===== src/rtl/soc_system_hps_fifo_pkg.sv =====
`default_nettype none
// ============================================================================
//  Module      : soc_system_hps_fifo_pkg
//  Description : Shared constants for the HPS FIFO write/status ports:
//                register addresses, STATUS/CTRL bit indices, DROPCNT width.
//  Revision    : 1.0 - initial release
// ============================================================================
package soc_system_hps_fifo_pkg;

    // Register addresses
    localparam logic [1:0] ADDR_DATA    = 2'd0;
    localparam logic [1:0] ADDR_STATUS  = 2'd1;
    localparam logic [1:0] ADDR_CTRL    = 2'd2;
    localparam logic [1:0] ADDR_DROPCNT = 2'd3;

    // STATUS bit positions
    localparam int STS_EMPTY   = 0;
    localparam int STS_FULL    = 1;
    localparam int STS_OVF     = 2;
    localparam int STS_WRFULL  = 3;
    localparam int STS_EN      = 4;
    localparam int STS_OCC_LSB = 8;
    localparam int STS_OCC_W   = 8;

    // CTRL bit positions
    localparam int CTRL_EN      = 0;
    localparam int CTRL_OVF_CLR = 1;

    // Dropped-word counter width
    localparam int DROPCNT_W = 16;

endpackage
`default_nettype wire


===== src/rtl/soc_system_hps_fifo_wr_buf.sv =====
`default_nettype none
// ============================================================================
//  Module      : soc_system_hps_fifo_wr_buf
//  Description : DEPTH x 32 circular holding buffer with head/tail pointers
//                and occupancy. A push while full is accepted only when a pop
//                frees a slot on the same edge.
//  Revision    : 1.0 - initial release
// ============================================================================
module soc_system_hps_fifo_wr_buf
    import soc_system_hps_fifo_pkg::*;
#(
    parameter int DEPTH = 4,
    parameter int CNT_W = $clog2(DEPTH) + 1
) (
    input  logic             clk,
    input  logic             reset_n,
    input  logic             push,
    input  logic             pop,
    input  logic [31:0]      din,
    output logic [31:0]      dout,
    output logic             empty,
    output logic             full,
    output logic [CNT_W-1:0] count
);

    localparam int PTR_W = $clog2(DEPTH);

    logic [31:0]      mem_q [DEPTH];
    logic [PTR_W-1:0] head_q, head_d;
    logic [PTR_W-1:0] tail_q, tail_d;
    logic [CNT_W-1:0] count_q, count_d;
    logic             w_wr_en;
    logic             w_rd_en;

    // Qualify push/pop against occupancy and compute next pointers/count
    always_comb begin
        w_rd_en = pop & (count_q != '0);
        w_wr_en = push & ((count_q != CNT_W'(DEPTH)) | w_rd_en);
        head_d  = head_q;
        tail_d  = tail_q;
        count_d = count_q;
        if (w_rd_en) begin
            head_d = head_q + PTR_W'(1);
        end
        if (w_wr_en) begin
            tail_d = tail_q + PTR_W'(1);
        end
        case ({w_wr_en, w_rd_en})
            2'b10:   count_d = count_q + CNT_W'(1);
            2'b01:   count_d = count_q - CNT_W'(1);
            default: count_d = count_q;
        endcase
    end

    // Pointer and occupancy registers
    always_ff @(posedge clk) begin
        if (!reset_n) begin
            head_q  <= '0;
            tail_q  <= '0;
            count_q <= '0;
        end else begin
            head_q  <= head_d;
            tail_q  <= tail_d;
            count_q <= count_d;
        end
    end

    // Storage array; contents are intentionally left unreset
    always_ff @(posedge clk) begin
        if (w_wr_en) begin
            mem_q[tail_q] <= din;
        end
    end

    assign dout  = mem_q[head_q];
    assign empty = (count_q == '0);
    assign full  = (count_q == CNT_W'(DEPTH));
    assign count = count_q;

endmodule
`default_nettype wire


===== src/rtl/soc_system_hps_fifo_wr_port.sv =====
`default_nettype none
// ============================================================================
//  Module      : soc_system_hps_fifo_wr_port
//  Description : Avalon-MM slave feeding 32-bit words from the HPS into the
//                FPGA FIFO write port through a small holding buffer. No
//                waitrequest: overflow is counted and flagged, never stalled.
//  Revision    : 1.0 - initial release
// ============================================================================
module soc_system_hps_fifo_wr_port
    import soc_system_hps_fifo_pkg::*;
#(
    parameter int DEPTH = 4,
    parameter int CNT_W = $clog2(DEPTH) + 1
) (
    input  logic        clk,
    input  logic        reset_n,
    input  logic [1:0]  address,
    input  logic        chipselect,
    input  logic        write_n,
    input  logic [31:0] writedata,
    output logic [31:0] readdata,
    input  logic        fifo_wrfull,
    output logic        fifo_wrreq,
    output logic [31:0] fifo_data
);

    logic                 enable_q,   enable_d;
    logic                 overflow_q, overflow_d;
    logic [DROPCNT_W-1:0] dropcnt_q,  dropcnt_d;
    logic [31:0]          readdata_q, readdata_d;

    logic                 w_wr;
    logic                 w_push;
    logic                 w_pop;
    logic                 w_drop;
    logic                 w_ctrl_wr;
    logic                 w_dropcnt_wr;
    logic                 w_buf_empty;
    logic                 w_buf_full;
    logic [CNT_W-1:0]     w_buf_count;
    logic [31:0]          w_status;

    soc_system_hps_fifo_wr_buf #(
        .DEPTH (DEPTH),
        .CNT_W (CNT_W)
    ) u_buf (
        .clk     (clk),
        .reset_n (reset_n),
        .push    (w_push),
        .pop     (w_pop),
        .din     (writedata),
        .dout    (fifo_data),
        .empty   (w_buf_empty),
        .full    (w_buf_full),
        .count   (w_buf_count)
    );

    // Bus decode and drain gating; a full buffer drops only if no pop frees a slot
    always_comb begin
        w_wr         = chipselect & ~write_n;
        w_push       = w_wr & (address == ADDR_DATA);
        w_ctrl_wr    = w_wr & (address == ADDR_CTRL);
        w_dropcnt_wr = w_wr & (address == ADDR_DROPCNT);
        w_pop        = enable_q & ~w_buf_empty & ~fifo_wrfull;
        w_drop       = w_push & w_buf_full & ~w_pop;
    end

    assign fifo_wrreq = w_pop;

    // Control registers; clears are applied first so a same-cycle event wins
    always_comb begin
        enable_d   = enable_q;
        overflow_d = overflow_q;
        dropcnt_d  = dropcnt_q;
        if (w_ctrl_wr) begin
            enable_d = writedata[CTRL_EN];
            if (writedata[CTRL_OVF_CLR]) begin
                overflow_d = 1'b0;
            end
        end
        if (w_dropcnt_wr) begin
            dropcnt_d = '0;
        end
        if (w_drop) begin
            overflow_d = 1'b1;
            if (dropcnt_d != '1) begin
                dropcnt_d = dropcnt_d + DROPCNT_W'(1);
            end
        end
    end

    // Read mux; sampled every cycle to give a fixed one-cycle read latency
    always_comb begin
        w_status                                = '0;
        w_status[STS_EMPTY]                     = w_buf_empty;
        w_status[STS_FULL]                      = w_buf_full;
        w_status[STS_OVF]                       = overflow_q;
        w_status[STS_WRFULL]                    = fifo_wrfull;
        w_status[STS_EN]                        = enable_q;
        w_status[STS_OCC_LSB +: STS_OCC_W]      = STS_OCC_W'(w_buf_count);
        readdata_d                              = '0;
        case (address)
            ADDR_STATUS:  readdata_d = w_status;
            ADDR_CTRL:    readdata_d[CTRL_EN] = enable_q;
            ADDR_DROPCNT: readdata_d[DROPCNT_W-1:0] = dropcnt_q;
            default:      readdata_d = '0;
        endcase
    end

    // Register state update
    always_ff @(posedge clk) begin
        if (!reset_n) begin
            enable_q   <= 1'b0;
            overflow_q <= 1'b0;
            dropcnt_q  <= '0;
            readdata_q <= '0;
        end else begin
            enable_q   <= enable_d;
            overflow_q <= overflow_d;
            dropcnt_q  <= dropcnt_d;
            readdata_q <= readdata_d;
        end
    end

    assign readdata = readdata_q;

endmodule
`default_nettype wire

===== config.mk =====
export PLATFORM = sky130hd
export DESIGN_NAME = soc_system_hps_fifo_wr_port
export DESIGN_NICKNAME = d
export VERILOG_FILES = /design/src/rtl/soc_system_hps_fifo_pkg.sv /design/src/rtl/soc_system_hps_fifo_wr_buf.sv /design/src/rtl/soc_system_hps_fifo_wr_port.sv
export SDC_FILE = /design/constraint.sdc
export NUM_CORES = 1
export LEC_CHECK = 0
export CAP_MARGIN = 20
export CORE_ASPECT_RATIO = 1.75
export CORE_MARGIN = 2
export CORE_UTILIZATION = 55
export CTS_BUF_LIST = sky130_fd_sc_hd__clkbuf_2 sky130_fd_sc_hd__clkbuf_4 sky130_fd_sc_hd__clkbuf_8
export DETAILED_ROUTE_END_ITERATION = 7
export HOLD_SLACK_MARGIN = 0.15
export PLACE_DENSITY = 0.81
export REMOVE_ABC_BUFFERS = 1
export SLEW_MARGIN = 20
export SYNTH_ARGS = -nofsm -noshare
export SYNTH_HDL_FRONTEND = slang
export SYNTH_SLANG_ARGS = --single-unit
export TNS_END_PERCENT = 100

===== constraint.sdc =====
create_clock -name clk -period 3 [get_ports clk]
set_input_delay 0.75 -clock clk [delete_from_list [all_inputs] [get_ports clk]]
set_output_delay 0.75 -clock clk [all_outputs]
set_load 0.05 [all_outputs]

Yosys cells after proc, flatten, opt, wreduce, memory -nomap -nowiden
Memory sizes are Yosys's and may differ from the RTL's. A register that Yosys moved wholly into a read port is not among the register bits.
Cells that the tools add are included.
{"block": "totals", "memories": 1, "ram_bits": 128, "output_inout_bits": 65, "regBits": 57, "in_bits": 39}
{"block": "classes", "n_eq_ne": 8, "n_mux": 13, "n_reduce_logical": 7, "add_sub_neg": 5, "bitwise": 15}
{"name": "u_buf.mem_q", "words": 4, "word_bits": 32, "read_ports": 1, "rd_clocked_by_memory_dff": 1, "write_ports": 1, "line": "soc_system_hps_fifo_wr_buf.sv:28", "rtl": "logic [31:0] mem_q [DEPTH];"}
{"operator": "two-way mux 16 bit", "count": 3}
{"operator": "one-hot mux 15 bit (2 select lines)", "count": 1}
{"operator": "adder 16 x 1 -> 16 bit, second input constant", "count": 1}
{"operator": "!= test 16 bit, second input constant", "count": 1}
{"operator": "bitwise AND 1 bit", "count": 10}
{"operator": "equality test 2 bit, second input constant", "count": 3}
{"operator": "one-hot mux 3 bit (2 select lines)", "count": 1}
{"operator": "nonzero test 2 bit", "count": 3}
{"operator": "two-way mux 1 bit", "count": 5}
{"operator": "adder 2 x 1 -> 2 bit, second input constant", "count": 2}
{"operator": "equality test 2 x 1 -> 1 bit, second input constant", "count": 2}
{"operator": "two-way mux 2 bit", "count": 2}
{"operator": "inverter 1 bit", "count": 4}
{"operator": "adder 3 x 1 -> 3 bit, second input constant", "count": 1}
{"operator": "equality test 3 bit, second input constant", "count": 1}
{"operator": "logical NOT 3 bit", "count": 1}
{"operator": "!= test 3 bit, second input constant", "count": 1}
{"operator": "one-hot mux 1 bit (3 select lines)", "count": 1}
{"operator": "nonzero test 3 bit", "count": 1}
{"operator": "subtractor 3 x 1 -> 3 bit, second input constant", "count": 1}
{"operator": "logical NOT 2 bit", "count": 1}
{"operator": "AND reduction 2 bit", "count": 1}
{"operator": "bitwise OR 1 bit", "count": 1}

Longest topological paths before layout
{"block": "depth", "depth_word": 9, "ltp_mapped": 10, "ltp_nobuf": 9}

By module
A second synthesis with hierarchy kept.
{"block": "hier_totals", "hier_cells": 405, "area_unflattened_um2": 6777.8}
{"module": "soc_system_hps_fifo_wr_buf", "seq_area_each_um2": 4023.9, "area_each_um2": 5147.4, "n_inst": 1, "cells_each": 227}
{"module": "soc_system_hps_fifo_wr_port", "seq_area_each_um2": 680.7, "area_each_um2": 1630.3, "n_inst": 1, "cells_each": 178}

Worst setup path before layout
No wires, ideal clock.
{"block": "synth_timing", "path_kind": "input -> register", "startpoint": "in write_n", "endpoint": "mem u_buf.mem_q[2][0], enable pin", "n_path_buf": 0, "slack_ns": 0.169, "arrival_ns": 2.439, "cell_stages": 3, "cell_sequence": "nor4b_4 > a21boi_1 > and2_1"}
{"block": "synth_between", "elab_chain_len": 6}
{"item": "start, declared", "line": "soc_system_hps_fifo_wr_port.sv:19", "rtl": "input logic write_n,"}
{"item": "inverter 1 bit", "line": "soc_system_hps_fifo_wr_port.sv:60", "rtl": "w_wr = chipselect & ~write_n;"}
{"item": "bitwise AND 1 bit", "line": "soc_system_hps_fifo_wr_port.sv:60"}
{"item": "bitwise AND 1 bit", "line": "soc_system_hps_fifo_wr_port.sv:61", "rtl": "w_push = w_wr & (address == ADDR_DATA);"}
{"item": "bitwise AND 1 bit", "line": "soc_system_hps_fifo_wr_buf.sv:38", "rtl": "w_wr_en = push & ((count_q != CNT_W'(DEPTH)) | w_rd_en);"}
{"item": "two-way mux 1 bit", "line": "soc_system_hps_fifo_wr_buf.sv:70", "rtl": "if (w_wr_en) begin"}
{"item": "two-way mux 1 bit (not written as such)", "line": "soc_system_hps_fifo_wr_buf.sv:71", "rtl": "mem_q[tail_q] <= din;"}
{"item": "end, declared", "line": "soc_system_hps_fifo_wr_buf.sv:28"}
No other way between the ends.

==> impl.org <==
** Drt
- Residual antenna-violating net count after detailed routing :: 0
- Final routed wirelength across all metal layers :: 13000 um
- DRC Markers :: 0
- Length of routed wiring on met1 :: 4600 um
- After the first detailed-routing iteration, the DRC count stood at between 200 and 300.
- Detailed routing placed a total of 7340 um of wire on met2.
- Vias per Instance :: 5.58
- The detailed router used layers up to and including met4.
- The routed design uses 625 um of met3 wire.
- Via Count :: 3886
- The pre-antenna-repair detailed-routing pass consisted of 5 iterations.
- Routed len/inst :: between 15 and 20 um

** STA
- Peak clock frequency supported by timing :: between 300 and 400 MHz
- Slew at the pin closest to its max-slew limit :: between 0.5 and 0.6 ns
- On the final layout, the worst clock skew is 0.0112 ns.
- Number of setup violations in the final report :: 0
- The worst pin sits at a relative slew slack of 0.645.
- Period utilisation layout :: 0.928
- Min Tclk post-route :: about 2.8 ns
- Max-slew violations :: 0
- Setup repair after global routing left no endpoint under its margin.
- Across all setup checks in the final design, the least slack found is 0.215 ns.
- Fin. Hold Viols :: 0

** Status
- Result of the run :: complete, no violations

** Placed design
- Routability-driven placement finished with a final weighted congestion of 0.857.
- Placed Cells incl. Taps :: around 670
- Worst slack after detailed placement :: -0.0655 ns
- Placed wire-length estimate after detailed placement :: 8810 um
- The count of buffers added on input and output ports is 87.

** Worst setup path
- Worst Path Required :: about 2.3 ns
- Crit-path max cell delay :: just over 0.6 ns
- Counting both buffers and inverters, the worst setup path holds a total of 2.
- The slowest stage of the critical path is the dfxtp_2 cell.
- Setup slack of the worst register-to-register path :: 0.63 ns
- The critical path is of the flop to output port type.
- Kind of cell with the highest combined delay on the critical path :: flip-flops
- By instance count, the cell type seen most on the critical path is buf_12.
- The worst setup path is launched from a flop.
- Maximum fanout encountered on the critical timing path :: 13
- Cell chain of the critical path :: buf_12, mux4_2, buf_12
- Data on the critical path arrives at its endpoint at 2.04 ns.
- The worst setup path is captured at an output port.

** Power and ir drop
- The analysis attributes to cell leakage a power of 0.00296 uW.
- Cell Pwr Density :: 502 nW/um2
- The share of total power dissipated in sequential elements is 0.584.
- Internal power comes to 3340 uW.
- Fraction of power spent switching nets :: 0.236
- The share of total power dissipated in combinational logic is 0.057.
- Share of power burned in the clock network :: 0.359
- Summing internal, switching and leakage power gives 4370 uW.
- Summed over all nets, the switching power comes to 1030 uW.
- Across the VDD grid, the largest voltage drop is roughly 0.00034 V.

** Synth
- After synthesis the netlist holds a flip-flop and latch count of 171.
- The mapped netlist covers 6810 um2.
- Among all flip-flop cells after synthesis, the most frequent one is edfxtp_1.
- By count the netlist is led by edfxtp_1, dfxtp_1, mux4_2.
- By area the synthesized netlist is led by edfxtp_1, dfxtp_1, mux4_2.
- Synthesized area per cell :: 16.7 um2
- Total number of yosys warnings :: 0
- Post-synth ARST share :: 0
- Among all cell types in the netlist, the one instantiated most often is edfxtp_1.
- Yosys mapped the design onto 48 distinct sky130hd cell types.
- edfxtp_1 takes more of the synthesized area than any other cell.
- For this run, the register share of the synthesized area comes to 0.691.
- Area share of the leading cell type in the synthesized netlist :: 0.564
- The synthesized design contains 128 enable-type register cells.
- The cell count after synthesis came out at 408.

** Clock network
- Buffers from clock root to sink, at most :: 2
- Resized Gates After CTS :: 0
- Depth of the CTS H-tree :: 4
- The root buffer cell chosen for the clock tree is clkbuf_8.
- Clk sinks :: 171
- Register clock-pin slew on the reported worst setup and hold paths :: 0.09 ns
- Clock tree from TritonCTS :: yes
- Once the clock tree was built, the setup fixing pass inserted 0 buffers.
- Number of buffers added to fix hold violations after cts :: 0
- Cts bufs inserted :: 17
- Worst skew pair latency :: 0.45 ns

** Finish
- Count of nets after finishing :: 565
- Relative to the synthesized area, the layout overhead comes to 28.1%.
- For this run, the share of the core covered by cells in the final layout is 0.722.
- Of the cells placed in the final design, the portion with a size suffix greater than 1 is 0.250.
- The repair_antennas step left the layout with diodes totalling 0.
- Counting the fill cells in the layout gives 755.
- The finished layout holds 697 standard cells, fillers aside.

** Floorplan
- The die covers 13300 um2.
- Initial core utilization :: 0.564
- Number of placement rows :: 53
- Measured along the x axis, the die boundary spans roughly 88 um.
- Die height :: 151 um
- During I/O placement, the number of pins put on the boundary was between 100 and 150.
- Placeable core area :: 12100 um2

** GRT
- The number of antenna violations at the first check in global routing is 0.
- After global routing the overflow that remains totals 0.
- Entering global routing, the biggest net connects 33 pins.
- The via count of the first global-routing pass is 4054.
- The first global-routing pass estimated slightly above 20000 um of wire.
- Global router's overall resource usage :: 0.211

** Job
- The tool flagged a number of max-cap violations equal to 0.

** Worst hold path
- The worst hold path belongs to the class flop to flop.
through the flow:
| step | TNS, ns | hold slack [ns] | cell area [um2] |
|---|---|---|---|
| 2_1_floorplan | -0.364 | 0.443 | 6680 |
| 6_report | 0 | 0.512 | 8720 |
| 3_3_place_gp | 0 | 0.485 | 8330 |
| 3_5_place_dp | -0.0655 | 0.496 | 8330 |
| 4_1_cts | 0 | 0.509 | 8720 |
| 5_1_grt | 0 | 0.544 | 8720 |
sequential cells by signal, indices dropped and copies added (netlist names), named ones only:
register      count
readdata         16
u_buf.count       3
u_buf.head_q      2
u_buf.mem_q     128
u_buf.tail_q      2
overflow_q        1
dropcnt_q        16
enable_q          1
power groups by stage:
stage          clock network, uW  registers (uW)  logic, uW
6_report                    1570            2550        249
5_1_grt                     1700            2550        262
4_1_cts                     1620            2550        250
3_5_place_dp                   0            2610        249
3_3_place_gp                   0            2610        241
2_1_floorplan                  0            2610        109
area by class of cell:
cell class / instances / area (um2) / share of cell area
clock buffers: 17 / 234 / 0.0268
clock inverters: 15 / 153 / 0.0175
inverters: 6 / 22.5 / 0.00258
multi-input cells: 214 / 1960 / 0.224
flip-flops and latches: 171 / 4710 / 0.540
well taps: 165 / 206 / 0.0237
repair buffers: 109 / 1440 / 0.165
worst register-to-register path, cell delays in order, from the launching register on:
cell      delay, ns
dfxtp_1        0.40
nor3b_4        0.41
a21boi_1       0.16
inv_1          0.07
ha_1           0.19
inv_1          0.07
fa_1           0.37
xor2_1         0.16
or3_1          0.30
a21boi_0       0.17
layer usage:
metal	global-route usage	vias to the layer above
li1	-	1759
met1	0.227	1927
met2	0.371	160
met3	0.0556	40
met4	0.112	0
met5	0	-
final timing paths:
kind	start	end	depth (start not counted)
max	flop	fifo_data[16]	3
min	dropcnt_q[5]$_SDFF_PN0_	dropcnt_q[5]$_SDFF_PN0_	2
max reg2reg	u_buf.count[2]$_SDFFE_PN0P_	u_buf.count[2]$_SDFFE_PN0P_	9
min reg2reg	dropcnt_q[5]$_SDFF_PN0_	dropcnt_q[5]$_SDFF_PN0_	2
layout by cell type (no fill, tap or decap), types with 7 or more instances in the layout:
master,netlist,layout
edfxtp_1,128,128
clkdlybuf4s50_1,0,54
dfxtp_1,43,42
buf_12,0,39
mux4_2,32,32
nand2_1,24,24
mux2i_1,19,19
and2_1,21,17
clkbuf_8,0,17
conb_1,1,16
buf_4,16,16
nand3_1,13,13
nor2_1,10,10
and3_1,8,8
nand2b_1,7,7
kinds of logic (layout without fill, tap and decap cells):
kind of cell / count (synthesis) / count (layout) / synth area share
AOI/OAI and AO/OA: 26 / 26 / 0.0272
xor gates and xnor gates: 5 / 5 / 0.00643
adders and majority gates: 7 / 7 / 0.0140
buffers and inverters: 38 / 147 / 0.0307
DFF: 171 / 171 / 0.691
muxes: 53 / 53 / 0.137
other: 1 / 16 / 0.000551
and+or+nand+nor: 107 / 107 / 0.0932
(Power assumes the default switching activity.)
